## config.mk

```make
export PLATFORM = sky130hd
export DESIGN_NAME = hs_push_bridge
export DESIGN_NICKNAME = d
export VERILOG_FILES = /design/src/rtl/hs_push_bridge.sv
export SDC_FILE = /design/constraint.sdc
export NUM_CORES = 1
export LEC_CHECK = 0
export BUFFER_PORTS_ARGS = -buffer_cell sky130_fd_sc_hd__buf_2
export CAP_MARGIN = 20
export CORE_MARGIN = 2
export CORE_UTILIZATION = 55
export DETAILED_ROUTE_END_ITERATION = 7
export PLACE_DENSITY = 0.86
export SYNTH_ARGS = -nofsm -noshare
export SYNTH_HDL_FRONTEND = slang
export SYNTH_SLANG_ARGS = --single-unit
```

## constraint.sdc

```tcl
create_clock -name clk_i -period 7.5 [get_ports clk_i]
set_input_delay 1.5 -clock clk_i [delete_from_list [all_inputs] [get_ports clk_i]]
set_output_delay 1.5 -clock clk_i [all_outputs]
set_load 0.005 [all_outputs]
```

## src/rtl/hs_push_bridge.sv

```systemverilog
// hs_push_bridge: clocked valid/ready producer -> 4-phase bundled-data push.
// Words are buffered in a FIFO and issued one at a time as req/ack
// return-to-zero handshakes toward an async join input.
//
// Parameters:
//   DATA_W       payload width
//   DEPTH        FIFO entries (power of 2, >= 2)
//   SYNC_STAGES  ack_out_i synchroniser depth (>= 2)
//   TIMEOUT_CYC  wait-state cycles before err_timeout_o sets
//
// Ports:
//   clk_i, rst_ni       clock; synchronous active-low reset
//   valid_i, ready_o    producer handshake (ready_o = FIFO not full)
//   data_i              producer word
//   req_out_o           registered 4-phase request
//   ack_out_i           asynchronous 4-phase acknowledge
//   data_out_o          registered bundled data, stable while req high
//   level_o             FIFO occupancy 0..DEPTH
//   busy_o              handshake FSM not idle
//   err_timeout_o       sticky handshake timeout flag
//
// Optional feature: define HS_PUSH_BRIDGE_TIMEOUT_EN to build the
// handshake timeout counter; otherwise err_timeout_o is tied low.

module hs_push_bridge #(
    parameter int DATA_W      = 32,
    parameter int DEPTH       = 4,
    parameter int SYNC_STAGES = 2,
    parameter int TIMEOUT_CYC = 255
) (
    input  logic                       clk_i,
    input  logic                       rst_ni,
    input  logic                       valid_i,
    output logic                       ready_o,
    input  logic [DATA_W-1:0]          data_i,
    output logic                       req_out_o,
    input  logic                       ack_out_i,
    output logic [DATA_W-1:0]          data_out_o,
    output logic [$clog2(DEPTH):0]     level_o,
    output logic                       busy_o,
    output logic                       err_timeout_o
);

    localparam int AW = $clog2(DEPTH);
    localparam int LW = AW + 1;

    typedef enum logic [1:0] {
        S_IDLE,
        S_SETUP,
        S_REQ_HI,
        S_REQ_LO
    } state_t;

    logic [DATA_W-1:0]      r_mem [DEPTH];
    logic [AW-1:0]          r_wptr;
    logic [AW-1:0]          r_rptr;
    logic [LW-1:0]          r_level;
    logic [SYNC_STAGES-1:0] r_sync;
    logic                   r_req;
    logic [DATA_W-1:0]      r_dout;
    state_t                 r_state;
    state_t                 w_state_nx;
    logic                   w_push;
    logic                   w_pop;
    logic                   w_ack_s;
    logic                   w_have;

    // ready depends only on the registered level, never on a same-cycle pop
    assign ready_o    = (r_level != LW'(DEPTH));
    assign w_push     = valid_i & ready_o;
    assign w_have     = (r_level != '0);
    assign w_ack_s    = r_sync[SYNC_STAGES-1];
    assign req_out_o  = r_req;
    assign data_out_o = r_dout;
    assign level_o    = r_level;
    assign busy_o     = (r_state != S_IDLE);

    always_ff @(posedge clk_i) begin
        if (!rst_ni) begin
            r_sync <= '0;
        end else begin
            r_sync <= {r_sync[SYNC_STAGES-2:0], ack_out_i};
        end
    end

    // Pops happen only from IDLE or REQ_LO with ack_s low, i.e. while req is
    // low, so data_out_o never changes under a raised request.
    always_comb begin
        w_state_nx = r_state;
        w_pop      = 1'b0;
        unique case (r_state)
            S_IDLE: begin
                if (w_have && !w_ack_s) begin
                    w_state_nx = S_SETUP;
                    w_pop      = 1'b1;
                end
            end
            S_SETUP: begin
                w_state_nx = S_REQ_HI;
            end
            S_REQ_HI: begin
                if (w_ack_s) begin
                    w_state_nx = S_REQ_LO;
                end
            end
            S_REQ_LO: begin
                if (!w_ack_s) begin
                    if (w_have) begin
                        w_state_nx = S_SETUP;
                        w_pop      = 1'b1;
                    end else begin
                        w_state_nx = S_IDLE;
                    end
                end
            end
            default: begin
                w_state_nx = S_IDLE;
            end
        endcase
    end

    always_ff @(posedge clk_i) begin
        if (!rst_ni) begin
            r_state <= S_IDLE;
            r_wptr  <= '0;
            r_rptr  <= '0;
            r_level <= '0;
            r_req   <= 1'b0;
            r_dout  <= '0;
        end else begin
            r_state <= w_state_nx;
            r_req   <= (w_state_nx == S_REQ_HI);
            if (w_push) begin
                r_wptr <= r_wptr + AW'(1);
            end
            if (w_pop) begin
                r_rptr <= r_rptr + AW'(1);
                r_dout <= r_mem[r_rptr];
            end
            r_level <= r_level + LW'(w_push) - LW'(w_pop);
        end
    end

    always_ff @(posedge clk_i) begin
        if (w_push) begin
            r_mem[r_wptr] <= data_i;
        end
    end

`ifdef HS_PUSH_BRIDGE_TIMEOUT_EN
    localparam int TW = $clog2(TIMEOUT_CYC + 1);

    logic [TW-1:0] r_tcnt;
    logic [TW-1:0] w_tcnt_nx;
    logic          r_err;
    logic          w_wait;
    logic          w_enter;

    assign w_wait  = (r_state == S_REQ_HI) || (r_state == S_REQ_LO);
    assign w_enter = (w_state_nx != r_state) &&
                     ((w_state_nx == S_REQ_HI) || (w_state_nx == S_REQ_LO));

    always_comb begin
        w_tcnt_nx = r_tcnt;
        if (w_enter) begin
            w_tcnt_nx = '0;
        end else if (w_wait && (r_tcnt != TW'(TIMEOUT_CYC))) begin
            w_tcnt_nx = r_tcnt + TW'(1);
        end
    end

    // Flag only; the handshake keeps waiting for ack
    always_ff @(posedge clk_i) begin
        if (!rst_ni) begin
            r_tcnt <= '0;
            r_err  <= 1'b0;
        end else begin
            r_tcnt <= w_tcnt_nx;
            if (w_tcnt_nx == TW'(TIMEOUT_CYC)) begin
                r_err <= 1'b1;
            end
        end
    end

    assign err_timeout_o = r_err;
`else
    assign err_timeout_o = 1'b0;
`endif

endmodule
```

==> impl_metrics.json <==
{
  "outcome": "finished, violations left",
  "violations": "design-rule violations",
  "die-area_mm2": 0.0128,
  "fin_worst_skew_ns": 0.0125,
  "worst_slew_pin_slew_ns": 0.943,
  "cts-htree-levels": 4,
  "cts_buffer_depth": 2,
  "dieHeight_um": 113,
  "synth_edf_count": 128,
  "regArea_mm2": 0.00473,
  "synth.avg_cell_area_um2": 18.6,
  "startpoint": "rst_ni",
  "layout.nets": 474,
  "drc": 7,
  "p_per_area_mw_per_mm2": 367,
  "total_power_mw": 2.79,
  "endpoint_kind": "register",
  "hpwl_um": 6730,
  "critPathMaxStageDelay_ns": 0.92,
  "drive_above_1_share": 0.383,
  "rows": 39,
  "cp-endpoint": "data_out_o[15]",
  "slowest_stage": "and2_2",
  "clkPwrFrac": 0.315,
  "critical_path.cell_chain": "buf_2, and2_2, o2bb2ai_1",
  "drtPass1Iterations": 7,
  "rr_worst_depth": 11,
  "wl_per_cell_um": 20.1,
  "power.share.combinational": 0.223,
  "multiInputGateArea_mm2": 0.00169,
  "synth_flop_cell": "edfxtp_1",
  "numCtsBuffers": 17,
  "power_switching_mw": 0.769,
  "n_antenna_cell": 0,
  "io_pins": 75,
  "num-fill-cells": 778,
  "core_mm2": 0.0115,
  "ys_types": 33,
  "yosys_warnings": 0,
  "synth_cells": 352,
  "insertion_delay_ns": 0.42,
  "crit_type": "in2reg",
  "die_w_um": 113,
  "initial_core_util": 0.570,
  "grt_pass1_vias": 3487,
  "grt_max_degree": 46,
  "slew_headroom": 0.371,
  "cap_viol_max_count": 0,
  "place.gp.congestion": 0.691,
  "grt_setup_unrepaired": "no",
  "async_reset_ff_frac": 0,
  "hold_viol_final": 0,
  "setup_tns_ns": 0,
  "grt-ovfl-total": 0,
  "grt_pass1_wl_um": 18600,
  "drv_slew": 0,
  "critical-path-top-delay-family": "simple AND/OR/NAND/NOR gates",
  "cts-root-buf": "clkbuf_16",
  "cts_tree": "yes",
  "period_minus_slack_ns": 2.94,
  "power_frac_seq": 0.462,
  "ir_worst_vdd_v": 0.000226,
  "timing.rr.end": "level_o[2]",
  "cts_resized": 0,
  "ys_ff_latch": 172,
  "syn_to_final_growth_pct": 16.1,
  "p_int_mw": 2.03,
  "drtIter0Drc": 223,
  "grt_usage": 0.198,
  "path_clk_slew_ns": 0.06,
  "cp_data_required_time_ns": 7.84,
  "hp-class": "reg2reg",
  "wirelength_um": 11700,
  "cts.sinks": 172,
  "timing.final.crit_share": 0.392,
  "antenna_found_initial": 0,
  "cp_num_cells": 3,
  "cts_hold_buf": 0,
  "postSynthNetCount": 400,
  "cp_max_fo": 45,
  "antenna_left": 0,
  "crit_path_start_kind": "primary input",
  "worst-path-buf-inv": 1,
  "leakagePower_nw": 2.70,
  "sw_frac_of_total": 0.275,
  "synth_seq_area_share": 0.720,
  "cts_setup_buffers": 0,
  "r2r_slack_ns": 4.75,
  "setup_violations": 0,
  "vias": 3270,
  "viasPerCell": 5.62,
  "syn_area_mm2": 0.00656,
  "io_buffers": 73,
  "max_freq_mhz": 340,
  "cp.arrival_ns": 3.27,
  "reg2reg_from": "r_state[0]"
}
-- worst min path at each step --
stage / depth (start not counted) / from / end
floorplan: 1 / r_sync[0] / r_sync[1]
global placement: 1 / r_sync[0] / r_sync[1]
detailed placement: 1 / r_sync[0] / r_sync[1]
CTS: 1 / r_sync[0] / r_sync[1]
global route: 1 / r_sync[0] / r_sync[1]
finish: 1 / r_sync[0] / r_sync[1]
-- power by group through the flow --
stage	clock (mW)	combinational, mW	sequential, mW
CTS	0.897	0.632	1.30
global placement	0	0.597	1.30
floorplan	0	0.463	1.27
global route	0.938	0.684	1.31
detailed placement	0	0.624	1.31
finish	0.881	0.622	1.29
-- synthesized netlist by cell type (2+ instances only) --
cell type | number | area share
buf_2 | 6 | 0.0046
buf_4 | 2 | 0.0023
clkbuf_1 | 10 | 0.0057
o2bb2ai_2 | 20 | 0.046
buf_8 | 2 | 0.0046
o21ai_0 | 3 | 0.0023
edfxtp_1 | 128 | 0.59
nor2_1 | 3 | 0.0017
xnor2_1 | 3 | 0.0040
inv_1 | 8 | 0.0046
o2bb2ai_1 | 12 | 0.016
nand2_1 | 36 | 0.021
dfxtp_1 | 44 | 0.13
mux4_2 | 32 | 0.11
and3_1 | 4 | 0.0038
ha_1 | 11 | 0.021
and2_1 | 11 | 0.010
a21oi_1 | 2 | 0.0015
-- per-layer routing --
layer,vias to the layer above,routed length (um),part of all wire,global-route usage
met2,91,6160,0.53,0.322
met4,0,27,0.0023,0.0634
li1,1516,-,-,-
met3,2,668,0.057,0.0670
met5,-,0,0,0
met1,1661,4840,0.41,0.254
-- layout by cell type (no fill, tap or decap), drive strengths merged --
master / instances
a211oi: 1
a21boi: 1
a21oi: 2
and2: 11
and3: 4
buf: 76
bufinv: 3
clkbuf: 21
clkinv: 5
clkinvlp: 2
conb: 1
dfxtp: 44
edfxtp: 128
fa: 1
ha: 11
inv: 10
mux2i: 1
mux4: 32
nand2: 36
nand2b: 1
nor2: 3
nor2b: 1
nor3: 1
nor4: 1
o21ai: 3
o2bb2ai: 32
o311ai: 1
o31ai: 1
or3b: 1
xnor2: 3
xor2: 1
-- sequential cells by signal (all words and copies together) (netlist names) --
register and count:
data_out_o 32, level_o 3, r_mem 128, r_rptr 2, r_state 2, r_sync 2, r_wptr 2, req_out_o 1
-- area by class of cell --
cell class	instances	share of cell area
flip-flops and latches	172	0.620
multi-input cells	150	0.222
clock buffers	21	0.0604
repair buffers	76	0.0509
well taps	143	0.0235
clock inverters	11	0.0187
inverters	9	0.00443
-- logic make-up after synthesis --
| group | Yosys count | share of synthesized area |
|---|---|---|
| DFF | 172 | 0.720 |
| AOI/OAI and AO/OA | 41 | 0.0703 |
| buffers and inverters | 30 | 0.0240 |
| muxes | 33 | 0.111 |
| other | 1 | 0.000571 |
| xor gates and xnor gates | 4 | 0.00534 |
| and+or+nand+nor | 59 | 0.0446 |
| adders and majority gates | 12 | 0.0240 |
-- metrics by stage --
stage | hold WS [ns] | cells | cell area, um2 | utilization | worst slack [ns]
detailed placement | 0.423 | 550 | 7020 | 0.609 | 4.17
floorplan | 0.412 | 352 | 6560 | - | 4.45
CTS | 0.440 | 582 | 7620 | 0.662 | 4.57
finish | 0.429 | 582 | 7620 | 0.662 | 4.56
global placement | 0.418 | 550 | 7020 | 0.609 | 4.24
global route | 0.460 | 582 | 7620 | 0.662 | 4.45
(Power assumes the default switching activity.)
